$ cat config.mk
export PLATFORM = sky130hd
export DESIGN_NAME = cover_toggle_collector
export DESIGN_NICKNAME = d
export VERILOG_FILES = /design/src/rtl/cover_toggle_collector_pkg.sv /design/src/rtl/cover_sat_counter.sv /design/src/rtl/cover_toggle_collector.sv
export SDC_FILE = /design/constraint.sdc
export NUM_CORES = 1
export LEC_CHECK = 0
export ABC_AREA = 0
export CAP_MARGIN = 40
export CELL_PAD_IN_SITES_DETAIL_PLACEMENT = 1
export CELL_PAD_IN_SITES_GLOBAL_PLACEMENT = 1
export CORE_MARGIN = 2
export CORE_UTILIZATION = 30
export CTS_BUF_LIST = sky130_fd_sc_hd__clkbuf_4
export CTS_CLUSTER_SIZE = 24
export DETAILED_ROUTE_END_ITERATION = 10
export PLACE_DENSITY_LB_ADDON = 0.1
export SLEW_MARGIN = 20
export SYNTH_ARGS = -nofsm -noshare
export SYNTH_HDL_FRONTEND = slang
export SYNTH_SLANG_ARGS = --single-unit
$ cat constraint.sdc
create_clock -name clock -period 10.05 [get_ports clock]
set_clock_uncertainty 0.15 [all_clocks]
set_input_delay 3.015 -clock clock [delete_from_list [all_inputs] [get_ports clock]]
set_output_delay 3.015 -clock clock [all_outputs]
set_load 0.02 [all_outputs]
$ cat src/rtl/cover_toggle_collector_pkg.sv
// Shared types and constants for the cover collector.
// FSM state encoding, index width and counting modes.
package cover_pkg;

  localparam int COVER_INDEX_W = 64;
  localparam int MODE_LEVEL    = 0;
  localparam int MODE_TOGGLE   = 1;

  typedef enum logic [1:0] {
    ST_IDLE,
    ST_SCAN,
    ST_HOLD,
    ST_DONE
  } cover_state_e;

endpackage

$ cat src/rtl/cover_sat_counter.sv
// Per-point saturating hit counter.
// clr beats rd_clr; an inc during rd_clr leaves 1.
module cover_sat_counter #(
  parameter int CNT_W = 8
) (
  input  logic             clock,
  input  logic             reset_n,
  input  logic             inc,
  input  logic             clr,
  input  logic             rd_clr,
  output logic [CNT_W-1:0] count
);

  localparam logic [CNT_W-1:0] MAX = '1;

  logic [CNT_W-1:0] count_d;
  logic [CNT_W-1:0] count_q;

  // next count: clear, read-clear, or saturating increment
  always_comb begin
    count_d = count_q;
    if (clr) begin
      count_d = '0;
    end else if (rd_clr) begin
      count_d = inc ? CNT_W'(1) : '0;
    end else if (inc && (count_q != MAX)) begin
      count_d = count_q + CNT_W'(1);
    end
  end

  // count register
  always_ff @(posedge clock or negedge reset_n) begin
    if (!reset_n) begin
      count_q <= '0;
    end else begin
      count_q <= count_d;
    end
  end

  assign count = count_q;

endmodule

$ cat src/rtl/cover_toggle_collector.sv
// Cover-point hit collector with a drain scan.
// Counts level or toggle hits, drains nonzero points.
module cover_toggle_collector
  import cover_pkg::*;
#(
  parameter int WIDTH       = 36,
  parameter int CNT_W       = 8,
  parameter int MODE        = 0,
  parameter int COVER_INDEX = 0,
  parameter int COVER_TOTAL = 10906
) (
  input  logic                     clock,
  input  logic                     reset_n,
  input  logic                     enable,
  input  logic [WIDTH-1:0]         valid,
  input  logic                     clear,
  input  logic                     dump_req,
  output logic                     busy,
  output logic                     out_valid,
  input  logic                     out_ready,
  output logic [COVER_INDEX_W-1:0] out_index,
  output logic [CNT_W-1:0]         out_count,
  output logic                     dump_done
);

  localparam int PTR_W =
    (WIDTH > 1) ? $clog2(WIDTH) : 1;
  localparam logic [PTR_W-1:0] LAST =
    PTR_W'(WIDTH - 1);

  cover_state_e state_d;
  cover_state_e state_q;

  logic [PTR_W-1:0] ptr_d;
  logic [PTR_W-1:0] ptr_q;

  logic [WIDTH-1:0] prev_d;
  logic [WIDTH-1:0] prev_q;
  logic             seen_d;
  logic             seen_q;

  logic [COVER_INDEX_W-1:0] out_index_d;
  logic [COVER_INDEX_W-1:0] out_index_q;
  logic [CNT_W-1:0]         out_count_d;
  logic [CNT_W-1:0]         out_count_q;

  logic [WIDTH-1:0] hit;
  logic [WIDTH-1:0] rd_clr;
  logic [CNT_W-1:0] cnt [WIDTH];
  logic [CNT_W-1:0] cur_cnt;

  // hit vector: level or toggle against last sample
  always_comb begin
    if (MODE == MODE_TOGGLE) begin
      hit = (valid ^ prev_q)
          & {WIDTH{enable & seen_q}};
    end else begin
      hit = valid & {WIDTH{enable}};
    end
  end

  // previous sample tracks valid every cycle
  always_comb begin
    prev_d = valid;
    seen_d = 1'b1;
  end

  for (genvar i = 0; i < WIDTH; i++) begin : g_cnt
    cover_sat_counter #(
      .CNT_W (CNT_W)
    ) u_cnt (
      .clock   (clock),
      .reset_n (reset_n),
      .inc     (hit[i]),
      .clr     (clear),
      .rd_clr  (rd_clr[i]),
      .count   (cnt[i])
    );
  end

  assign cur_cnt = cnt[ptr_q];

  // drain FSM: skip empty points, hold nonzero ones
  always_comb begin
    state_d     = state_q;
    ptr_d       = ptr_q;
    out_index_d = out_index_q;
    out_count_d = out_count_q;
    rd_clr      = '0;
    unique case (state_q)
      ST_IDLE: begin
        if (dump_req) begin
          state_d = ST_SCAN;
          ptr_d   = '0;
        end
      end
      ST_SCAN: begin
        if (cur_cnt == '0) begin
          if (ptr_q == LAST) begin
            state_d = ST_DONE;
          end else begin
            ptr_d = ptr_q + PTR_W'(1);
          end
        end else begin
          out_index_d = COVER_INDEX_W'(COVER_INDEX)
                      + COVER_INDEX_W'(ptr_q);
          out_count_d = cur_cnt;
          rd_clr[ptr_q] = 1'b1;
          state_d = ST_HOLD;
        end
      end
      ST_HOLD: begin
        if (out_ready) begin
          if (ptr_q == LAST) begin
            state_d = ST_DONE;
          end else begin
            ptr_d   = ptr_q + PTR_W'(1);
            state_d = ST_SCAN;
          end
        end
      end
      ST_DONE: begin
        state_d = ST_IDLE;
      end
      default: begin
        state_d = ST_IDLE;
      end
    endcase
  end

  // state, pointer, sample and drain registers
  always_ff @(posedge clock or negedge reset_n) begin
    if (!reset_n) begin
      state_q     <= ST_IDLE;
      ptr_q       <= '0;
      prev_q      <= '0;
      seen_q      <= 1'b0;
      out_index_q <= '0;
      out_count_q <= '0;
    end else begin
      state_q     <= state_d;
      ptr_q       <= ptr_d;
      prev_q      <= prev_d;
      seen_q      <= seen_d;
      out_index_q <= out_index_d;
      out_count_q <= out_count_d;
    end
  end

  assign busy      = (state_q != ST_IDLE);
  assign out_valid = (state_q == ST_HOLD);
  assign dump_done = (state_q == ST_DONE);
  assign out_index = out_index_q;
  assign out_count = out_count_q;

endmodule

==> results.json, run 1 <==
{
  "status": "complete, no violations",
  "avgSynthCellArea_um2": 9.49,
  "clkPwrFrac_pct": 33.6,
  "drt_iter0_drc": 988,
  "async_reset_ff_share_pct": 100,
  "finalWorstSetupSlack_ns": 4.47,
  "clk_path_buf_depth": 3,
  "die_area_um2": 64100,
  "finalNonFillerCells": 3014,
  "final_core_util_pct": 34.6,
  "gr-usage-all-layers_pct": 22.3,
  "vdd_drop_max_mv": 0.122,
  "tightestPinTransition_ns": 0.981,
  "grt-ovfl-total": 0,
  "pre_cts_ws_ns": 4.44,
  "drive_gt1_share_pct": 13.1,
  "dp_cells": 2833,
  "wl_met3_um": 3310,
  "reg2reg_slack_ns": 4.47,
  "grt_start_max_net_pins": 109,
  "holdBufCountCts": 0,
  "hp-start": "out_index[5]$_DFFE_PN0P_",
  "n_fill_cell": 7210,
  "die_w_um": 253,
  "die_y_um": 253,
  "cts_buffers": 99,
  "routedWlPerCell_um": 23.3,
  "worstSetupStartpointType": "flop",
  "insertion_delay_ns": 0.90,
  "setup_viol": 0,
  "postPlaceCellArea_um2": 20100,
  "synthDistinctLibCells": 70,
  "report.final.hold_viol_count": 0,
  "clock_sinks": 310,
  "cts-resized-gates": 0,
  "cts_root_buffer": "clkbuf_4",
  "period_share_pct": 55.5,
  "worstSetupStartpoint": "ptr_q[1]$_DFFE_PN0P_",
  "syn2layout_area_growth_pct": 14.2,
  "wirelength_um": 70400,
  "syn_inst": 1965,
  "highest_layer": "met4",
  "postLayoutCellArea_um2": 21300,
  "grt_pass1_vias": 16500,
  "cp_max_fo": 61,
  "power_density_nw_per_um2": 182,
  "ys_ff_latch": 310,
  "grt_pass1_wl_um": 107000,
  "slew_headroom_pct": 34.6,
  "critPathKind": "flop to flop",
  "hp-class": "flop to flop",
  "io_pins": 117,
  "hpwl_um": 50500,
  "first_pass_iters": 6,
  "portBuffers": 58,
  "ys.flop_type": "dfrtp_1",
  "core_area_um2": 61600,
  "p_int_mw": 2.33,
  "leakagePower_nw": 8.75,
  "netlist_area_um2": 18600,
  "combPwrFrac_pct": 29.6,
  "vias": 15800,
  "htree_levels": 3,
  "cts.clk_slew.worst_paths_ns": 0.06,
  "finalPower_mw": 3.87,
  "synth_edf_count": 0,
  "maxCapViolCount": 0,
  "final_net_count": 2181,
  "rows": 91,
  "arrival_ns": 6.18,
  "p_sw_share_pct": 39.9,
  "start_util_pct": 30.3,
  "wl_met1_um": 31700,
  "ant_nets": 0,
  "cts_setup_buffers": 0,
  "rsz0062_at_grt": "false",
  "cp.required_ns": 10.65,
  "p_sw_mw": 1.55,
  "seq_power_share_pct": 36.8,
  "endpoint_kind": "flop",
  "cts_tree": "built",
  "fmax_mhz": 179,
  "setup_tns_ns": 0,
  "final.min_clock_period_ns": 5.58,
  "wl_met2_um": 33400,
  "reg2reg_from": "ptr_q[1]$_DFFE_PN0P_",
  "fin_hold_ws_ns": 0.331,
  "ys.warnings.count": 0,
  "viasPerCell": 5.26,
  "remaining_drc_errors": 0,
  "ys_seq_area_share_pct": 41.6,
  "grt_antenna_before_repair": 3,
  "gp_congestion": 0.867,
  "slew_violations": 0
}
==> synth_stat cells (6+ instances only) <==
cell,n,share of area (%)
clkbuf_1,30,0.60
xnor2_1,112,5.3
ha_1,41,2.8
a22o_1,8,0.38
a311oi_2,7,0.56
o211a_1,11,0.59
o21ai_2,19,0.89
mux2_2,24,1.4
nand2_1,214,4.3
nand3_1,47,1.3
o31a_1,11,0.52
nor2b_1,7,0.23
nor3_1,26,0.70
o21ai_0,23,0.62
mux4_2,21,2.5
nor2_1,361,7.3
buf_2,19,0.51
o21a_1,22,0.89
o31ai_1,13,0.52
and3_1,39,1.3
mux2i_1,72,3.9
a31oi_1,22,0.74
a22oi_1,25,1.0
a21oi_1,12,0.32
inv_1,17,0.34
dfrtp_1,310,42
a311oi_1,18,0.85
buf_6,6,0.36
xor2_1,140,6.6
buf_4,71,2.9
a221oi_1,19,0.89
o22ai_1,9,0.30
nand4_1,98,3.3
a211oi_1,18,0.72
==> cell families (layout without fill, tap and decap cells) <==
logic type	Yosys count	count (layout)	synth area share, %
DFF	310	310	41.6
buffers and inverters	149	299	4.80
and+or+nand+nor	818	818	19.4
muxes	118	118	7.91
adders and majority gates	41	41	2.75
AOI/OAI and AO/OA	276	276	11.7
xor gates and xnor gates	252	252	11.8
other	1	63	0.0201
==> power groups by stage <==
stage / registers, mW / logic (mW) / clock network, mW
detailed placement: 1.45 / 1.14 / 0
CTS: 1.42 / 1.14 / 1.36
global placement: 1.44 / 1.11 / 0
global route: 1.43 / 1.22 / 1.42
finish: 1.42 / 1.14 / 1.30
floorplan: 1.36 / 0.764 / 0
==> metal layers <==
layer | global-route usage (%) | up-vias
met2 | 36.6 | 410
met3 | 4.20 | 127
met4 | 7.40 | 0
li1 | - | 7207
met1 | 29.6 | 8095
met5 | 0 | -
==> placed cells by master (no fill, tap or decap), types with 11 or more instances in the layout <==
master           netlist  routed
a211oi_1              18      18
a21oi_1               12      12
a221oi_1              19      19
a22oi_1               25      25
a311oi_1              18      18
a31oi_1               22      22
and3_1                39      39
buf_2                 19      11
buf_4                 71      33
clkbuf_4               0     135
clkdlybuf4s50_1        0      55
clkinv_1               2      33
conb_1                 1      58
dfrtp_1              310     307
ha_1                  41      41
inv_1                 17      17
mux2_2                24      24
mux2i_1               72      72
mux4_2                21      21
nand2_1              214     214
nand3_1               47      47
nand4_1               98      98
nor2_1               361     356
nor3_1                26      26
o211a_1               11      11
o21a_1                22      22
o21ai_0               23      23
o21ai_2               19      18
o31a_1                11      11
o31ai_1               13      13
xnor2_1              112     112
xor2_1               140     140
==> flip-flops by register name, summed over array words and instances, names as in the netlist <==
register / cells
g_cnt.u_cnt.count: 288
out_count: 8
out_index: 6
ptr_q: 6
state_q: 2
==> path summary, 6_finish.rpt <==
| kind | to | cells past startpoint |
|---|---|---|
| setup / recovery | g_cnt[0].u_cnt.count[0]$_DFFE_PN0P_ | 12 |
| hold / removal | out_index[5]$_DFFE_PN0P_ | 1 |
| setup reg to reg | g_cnt[0].u_cnt.count[0]$_DFFE_PN0P_ | 12 |
| min in group asynchronous | g_cnt[5].u_cnt.count[3]$_DFFE_PN0P_ | 1 |
| hold reg to reg | out_index[5]$_DFFE_PN0P_ | 1 |
| max in group asynchronous | g_cnt[12].u_cnt.count[4]$_DFFE_PN0P_ | 2 |
==> area by class of cell <==
class / count / area, um2 / share of cell area [%]
multi-input combinational: 1563 / 10200 / 48.1
sequential: 310 / 7760 / 36.5
tap: 837 / 1050 / 4.92
clock buffer: 135 / 1010 / 4.76
timing repair buffer: 105 / 938 / 4.41
clock inverter: 40 / 206 / 0.970
inverter: 19 / 71.3 / 0.335
antenna: 5 / 12.5 / 0.0588
==> critical path, stage by stage (launching register included) <==
cell	delay [ns]
dfrtp_2	0.87
buf_4	0.57
inv_1	0.31
buf_4	0.29
a221oi_1	0.22
o22ai_1	0.11
o2bb2ai_1	0.21
a2111o_1	0.44
or4_4	0.55
o21ai_4	0.17
buf_4	0.64
nor2_1	0.39
a311oi_1	0.36
No activity file was read; power rests on OpenSTA's default activity.
==> run 2, diff against run 1 <==
clock period = 4.7 ns   (was 10.05 ns; I/O delays follow)
==> run 2 against run 1 <==
Routed wire length shrank 0.61%. Largest power group unchanged. Total power increased by 120%. Sequential power up 110%. Highest routed layer unchanged. Worst setup slack got worse by 4.1 ns.
==> results.json, run 2 (synthesized netlist as in run 1, its figures left out) <==
{
  "status": "complete, no violations",
  "vias": 15800,
  "grt_start_max_net_pins": 85,
  "routedWlPerCell_um": 22.8,
  "slew_violations": 0,
  "gr-usage-all-layers_pct": 22.2,
  "period_share_pct": 92.5,
  "cts-resized-gates": 0,
  "final_net_count": 2229,
  "p_int_mw": 5.08,
  "die_w_um": 253,
  "drt_iter0_drc": 939,
  "start_util_pct": 30.3,
  "die_y_um": 253,
  "clkPwrFrac_pct": 32.4,
  "p_sw_share_pct": 39.7,
  "leakagePower_nw": 9.00,
  "cts.clk_slew.worst_paths_ns": 0.07,
  "layout_commonest_cell": "nor2_1",
  "slew_headroom_pct": 42.5,
  "vdd_drop_max_mv": 0.262,
  "tightestPinTransition_ns": 0.856,
  "viasPerCell": 5.17,
  "setup_viol": 0,
  "first_pass_iters": 5,
  "htree_levels": 3,
  "rsz0062_at_grt": "false",
  "insertion_delay_ns": 0.87,
  "fmax_mhz": 230,
  "holdBufCountCts": 0,
  "layout_common_cells": "nor2_1, dfrtp_1, nand2_1",
  "combPwrFrac_pct": 32.0,
  "ant_nets": 0,
  "grt_antenna_before_repair": 2,
  "cts_setup_buffers": 0,
  "hpwl_um": 51400,
  "syn2layout_area_growth_pct": 16.1,
  "arrival_ns": 4.96,
  "cts_root_buffer": "clkbuf_4",
  "hp-class": "flop to flop",
  "seq_power_share_pct": 35.5,
  "wirelength_um": 69900,
  "portBuffers": 58,
  "clock_sinks": 310,
  "core_area_um2": 61600,
  "grt_pass1_vias": 16700,
  "maxCapViolCount": 0,
  "cts_buffers": 101,
  "remaining_drc_errors": 0,
  "io_pins": 117,
  "dp_cells": 2876,
  "cp_max_fo": 30,
  "grt-ovfl-total": 0,
  "power_density_nw_per_um2": 389,
  "grt_pass1_wl_um": 106000,
  "largest_reg_flops": 288,
  "critPathKind": "flop to flop",
  "gp_congestion": 0.876,
  "worstSetupStartpointType": "flop",
  "clk_path_buf_depth": 3,
  "cts_tree": "built",
  "drive_gt1_share_pct": 14.9,
  "finalNonFillerCells": 3061,
  "p_sw_mw": 3.34,
  "die_area_um2": 64100,
  "rows": 91,
  "report.final.hold_viol_count": 0,
  "setup_tns_ns": 0,
  "cp.required_ns": 5.31,
  "final.min_clock_period_ns": 4.35,
  "fin_hold_ws_ns": 0.340,
  "endpoint_kind": "flop"
}
run 2: cell types whose count changed in the layout (fill, tap and decap cells not counted), moves of 3 or more:
| cell | delta |
|---|---|
| nor2_1 | +5 |
| buf_12 | +6 |
| clkbuf_4 | +8 |
| nor2_2 | -5 |
| buf_4 | +46 |
| buf_2 | -3 |
| clkinv_1 | -6 |
run 2: path summary, 6_finish.rpt:
check / startpoint / to / depth (start not counted) / slack, ns
max in group asynchronous: reset_n / g_cnt[15].u_cnt.count[5]$_DFFE_PN0P_ / 2 / 2.90
min in group asynchronous: reset_n / g_cnt[7].u_cnt.count[1]$_DFFE_PN0P_ / 1 / 0.45
hold reg to reg: out_count[3]$_DFFE_PN0P_ / out_count[3]$_DFFE_PN0P_ / 2 / 0.34
setup reg to reg: ptr_q[0]$_DFFE_PN0P_ / g_cnt[11].u_cnt.count[3]$_DFFE_PN0P_ / 11 / 0.35
setup / recovery: ptr_q[0]$_DFFE_PN0P_ / g_cnt[11].u_cnt.count[3]$_DFFE_PN0P_ / 11 / 0.35
hold / removal: out_count[3]$_DFFE_PN0P_ / out_count[3]$_DFFE_PN0P_ / 2 / 0.34
run 2: critical path, stage by stage (launching register included):
cell and delay (ns):
dfrtp_2 0.75, buf_4 0.32, mux4_2 0.56, nand2_1 0.13, nand2_1 0.10, or4_1 0.56
or4_4 0.58, o21ai_4 0.23, buf_12 0.24, buf_4 0.29, o21ai_2 0.16, nor2_1 0.15
run 2: final cells by class:
cell class	count	area, um2
inverters	19	71.3
flip-flops and latches	310	7760
clock buffers	143	1070
diodes	3	7.51
multi-input cells	1563	10200
fillers	7135	40000
clock inverters	35	136
repair buffers	151	1330
well taps	837	1050
run 2: power groups by stage:
stage	combinational, mW	clock (mW)	sequential [mW]
floorplan	1.63	0	2.91
global placement	2.64	0	3.04
detailed placement	2.68	0	3.04
CTS	2.69	2.86	2.99
global route	2.87	3.00	3.01
finish	2.69	2.73	2.99
run 2: stage by stage:
stage / util (%) / power, mW / instance area, um2 / setup slack (ns)
3_3_place_gp: 33.1 / 5.68 / 20400 / 0.451
5_1_grt: 35.1 / 8.88 / 21600 / 0.129
6_report: 35.1 / 8.42 / 21600 / 0.353
2_1_floorplan: - / 4.55 / 18900 / 1.15
4_1_cts: 35.1 / 8.54 / 21600 / 0.364
3_5_place_dp: 33.1 / 5.72 / 20400 / 0.409
run 2: routing by layer:
metal	global-route usage, %	wire (um)	vias up
met4	9.01	2670	0
met2	34.8	32000	351
met1	29.6	32100	8052
li1	-	-	7283
met5	0	0	-
met3	4.71	3250	138
==> run 3, diff against run 2 <==
clock period = 4.6 ns   (was 4.7 ns; I/O delays follow)
==> run 3 against run 2 <==
Worst hold slack lost 0.0096 ns. Sequential power grew 2%. Clock power grew 2%. Global-route usage grew 0.16 points. Critical path type unchanged. Critical endpoint is now g_cnt[25].u_cnt.count[3]$_DFFE_PN0P_. Largest cell class unchanged. Largest power group unchanged.
==> results.json, run 3 (synthesized netlist as in run 1, its figures left out) <==
{
  "status": "complete, no violations",
  "reg2reg_slack_ns": 0.31,
  "holdBufCountCts": 0,
  "wl_met2_um": 32400,
  "postPlaceCellArea_um2": 20500,
  "wl_met3_um": 3660,
  "vdd_drop_max_mv": 0.257,
  "highest_layer": "met4",
  "grt-ovfl-total": 0,
  "syn2layout_area_growth_pct": 16.4,
  "arrival_ns": 4.92,
  "clock_sinks": 310,
  "first_pass_iters": 5,
  "final.min_clock_period_ns": 4.29,
  "viasPerCell": 5.18,
  "clk_path_buf_depth": 3,
  "grt_pass1_vias": 16600,
  "drive_gt1_share_pct": 15.0,
  "fmax_mhz": 233,
  "slew_headroom_pct": 43.8,
  "die_w_um": 253,
  "layout_common_cells": "nor2_1, dfrtp_1, nand2_1",
  "wl_met1_um": 32100,
  "leakagePower_nw": 9.03,
  "portBuffers": 58,
  "setup_viol": 0,
  "cp.required_ns": 5.23,
  "hp-class": "flop to flop",
  "postLayoutCellArea_um2": 21700,
  "gp_congestion": 0.870,
  "cts.clk_slew.worst_paths_ns": 0.08,
  "period_share_pct": 93.3,
  "insertion_delay_ns": 0.88,
  "grt_pass1_wl_um": 107000,
  "cts_root_buffer": "clkbuf_4",
  "largest_reg_flops": 288,
  "die_y_um": 253,
  "rsz0062_at_grt": "false",
  "power_density_nw_per_um2": 398,
  "report.final.hold_viol_count": 0,
  "io_pins": 117,
  "remaining_drc_errors": 0,
  "grt_start_max_net_pins": 82,
  "die_area_um2": 64100,
  "layout_commonest_cell": "nor2_1",
  "routedWlPerCell_um": 22.9,
  "slew_violations": 0,
  "vias": 15800,
  "worstSetupStartpointType": "flop",
  "wirelength_um": 70100,
  "cp_max_fo": 46,
  "htree_levels": 3,
  "ant_nets": 0,
  "drt_iter0_drc": 975,
  "hpwl_um": 51500,
  "cts_tree": "built",
  "gr-usage-all-layers_pct": 22.3,
  "cts-resized-gates": 0,
  "endpoint_kind": "flop",
  "grt_antenna_before_repair": 2,
  "rows": 91,
  "critPathKind": "flop to flop",
  "core_area_um2": 61600,
  "maxCapViolCount": 0,
  "final_net_count": 2228,
  "tightestPinTransition_ns": 0.835,
  "cts_setup_buffers": 0,
  "cts_buffers": 100,
  "setup_tns_ns": 0,
  "start_util_pct": 30.3
}
[run 3: final timing paths]
path / startpoint / end / depth (start not counted)
setup / recovery: ptr_q[0]$_DFFE_PN0P_ / g_cnt[25].u_cnt.count[3]$_DFFE_PN0P_ / 11
hold / removal: out_count[6]$_DFFE_PN0P_ / out_count[6]$_DFFE_PN0P_ / 2
setup reg to reg: ptr_q[0]$_DFFE_PN0P_ / g_cnt[25].u_cnt.count[3]$_DFFE_PN0P_ / 11
hold reg to reg: out_count[6]$_DFFE_PN0P_ / out_count[6]$_DFFE_PN0P_ / 2
max in group asynchronous: reset_n / g_cnt[9].u_cnt.count[7]$_DFFE_PN0P_ / 3
min in group asynchronous: reset_n / g_cnt[6].u_cnt.count[3]$_DFFE_PN0P_ / 1
[run 3: cell type report]
cell class                      count  area [um2]
Tap cell                          837        1050
Multi-Input combinational cell   1563       10200
Sequential cell                   310        7760
Inverter                           19        71.3
Timing Repair Buffer              151        1400
Fill cell                        7125       39900
Antenna cell                        3        7.51
Clock inverter                     28         111
Clock buffer                      146        1100
[run 3: layer usage]
layer,track usage [%],up-vias
met2,35.6,415
met1,30.2,8015
met4,7.02,0
met3,4.72,119
met5,0,-
li1,-,7296
[run 3: power by group]
group	switching, mW	internal [mW]
clock network	1.35	1.44
logic	1.81	0.985
registers	0.218	2.83
[run 3: metrics by stage]
stage          util, %  hold WS, ns  power (mW)  cells  setup WS, ns
2_1_floorplan        -        0.364        4.65   2022          1.05
3_3_place_gp      33.2        0.317        5.83   2872         0.392
3_5_place_dp      33.2        0.321        5.87   2878         0.345
4_1_cts           35.2        0.332        8.76   3052         0.311
5_1_grt           35.2        0.331        9.12   3057         0.101
6_report          35.2        0.331        8.64   3057         0.307
[run 3: critical path, cell delays in order (launching register included)]
cell and delay [ns]:
dfrtp_2 0.68, buf_4 0.34, mux4_2 0.55, nand2_1 0.13
nand2_1 0.08, or4_1 0.55, or4_4 0.58, o21ai_4 0.29
buf_12 0.30, o31ai_1 0.18, buf_2 0.22, nor2_1 0.10
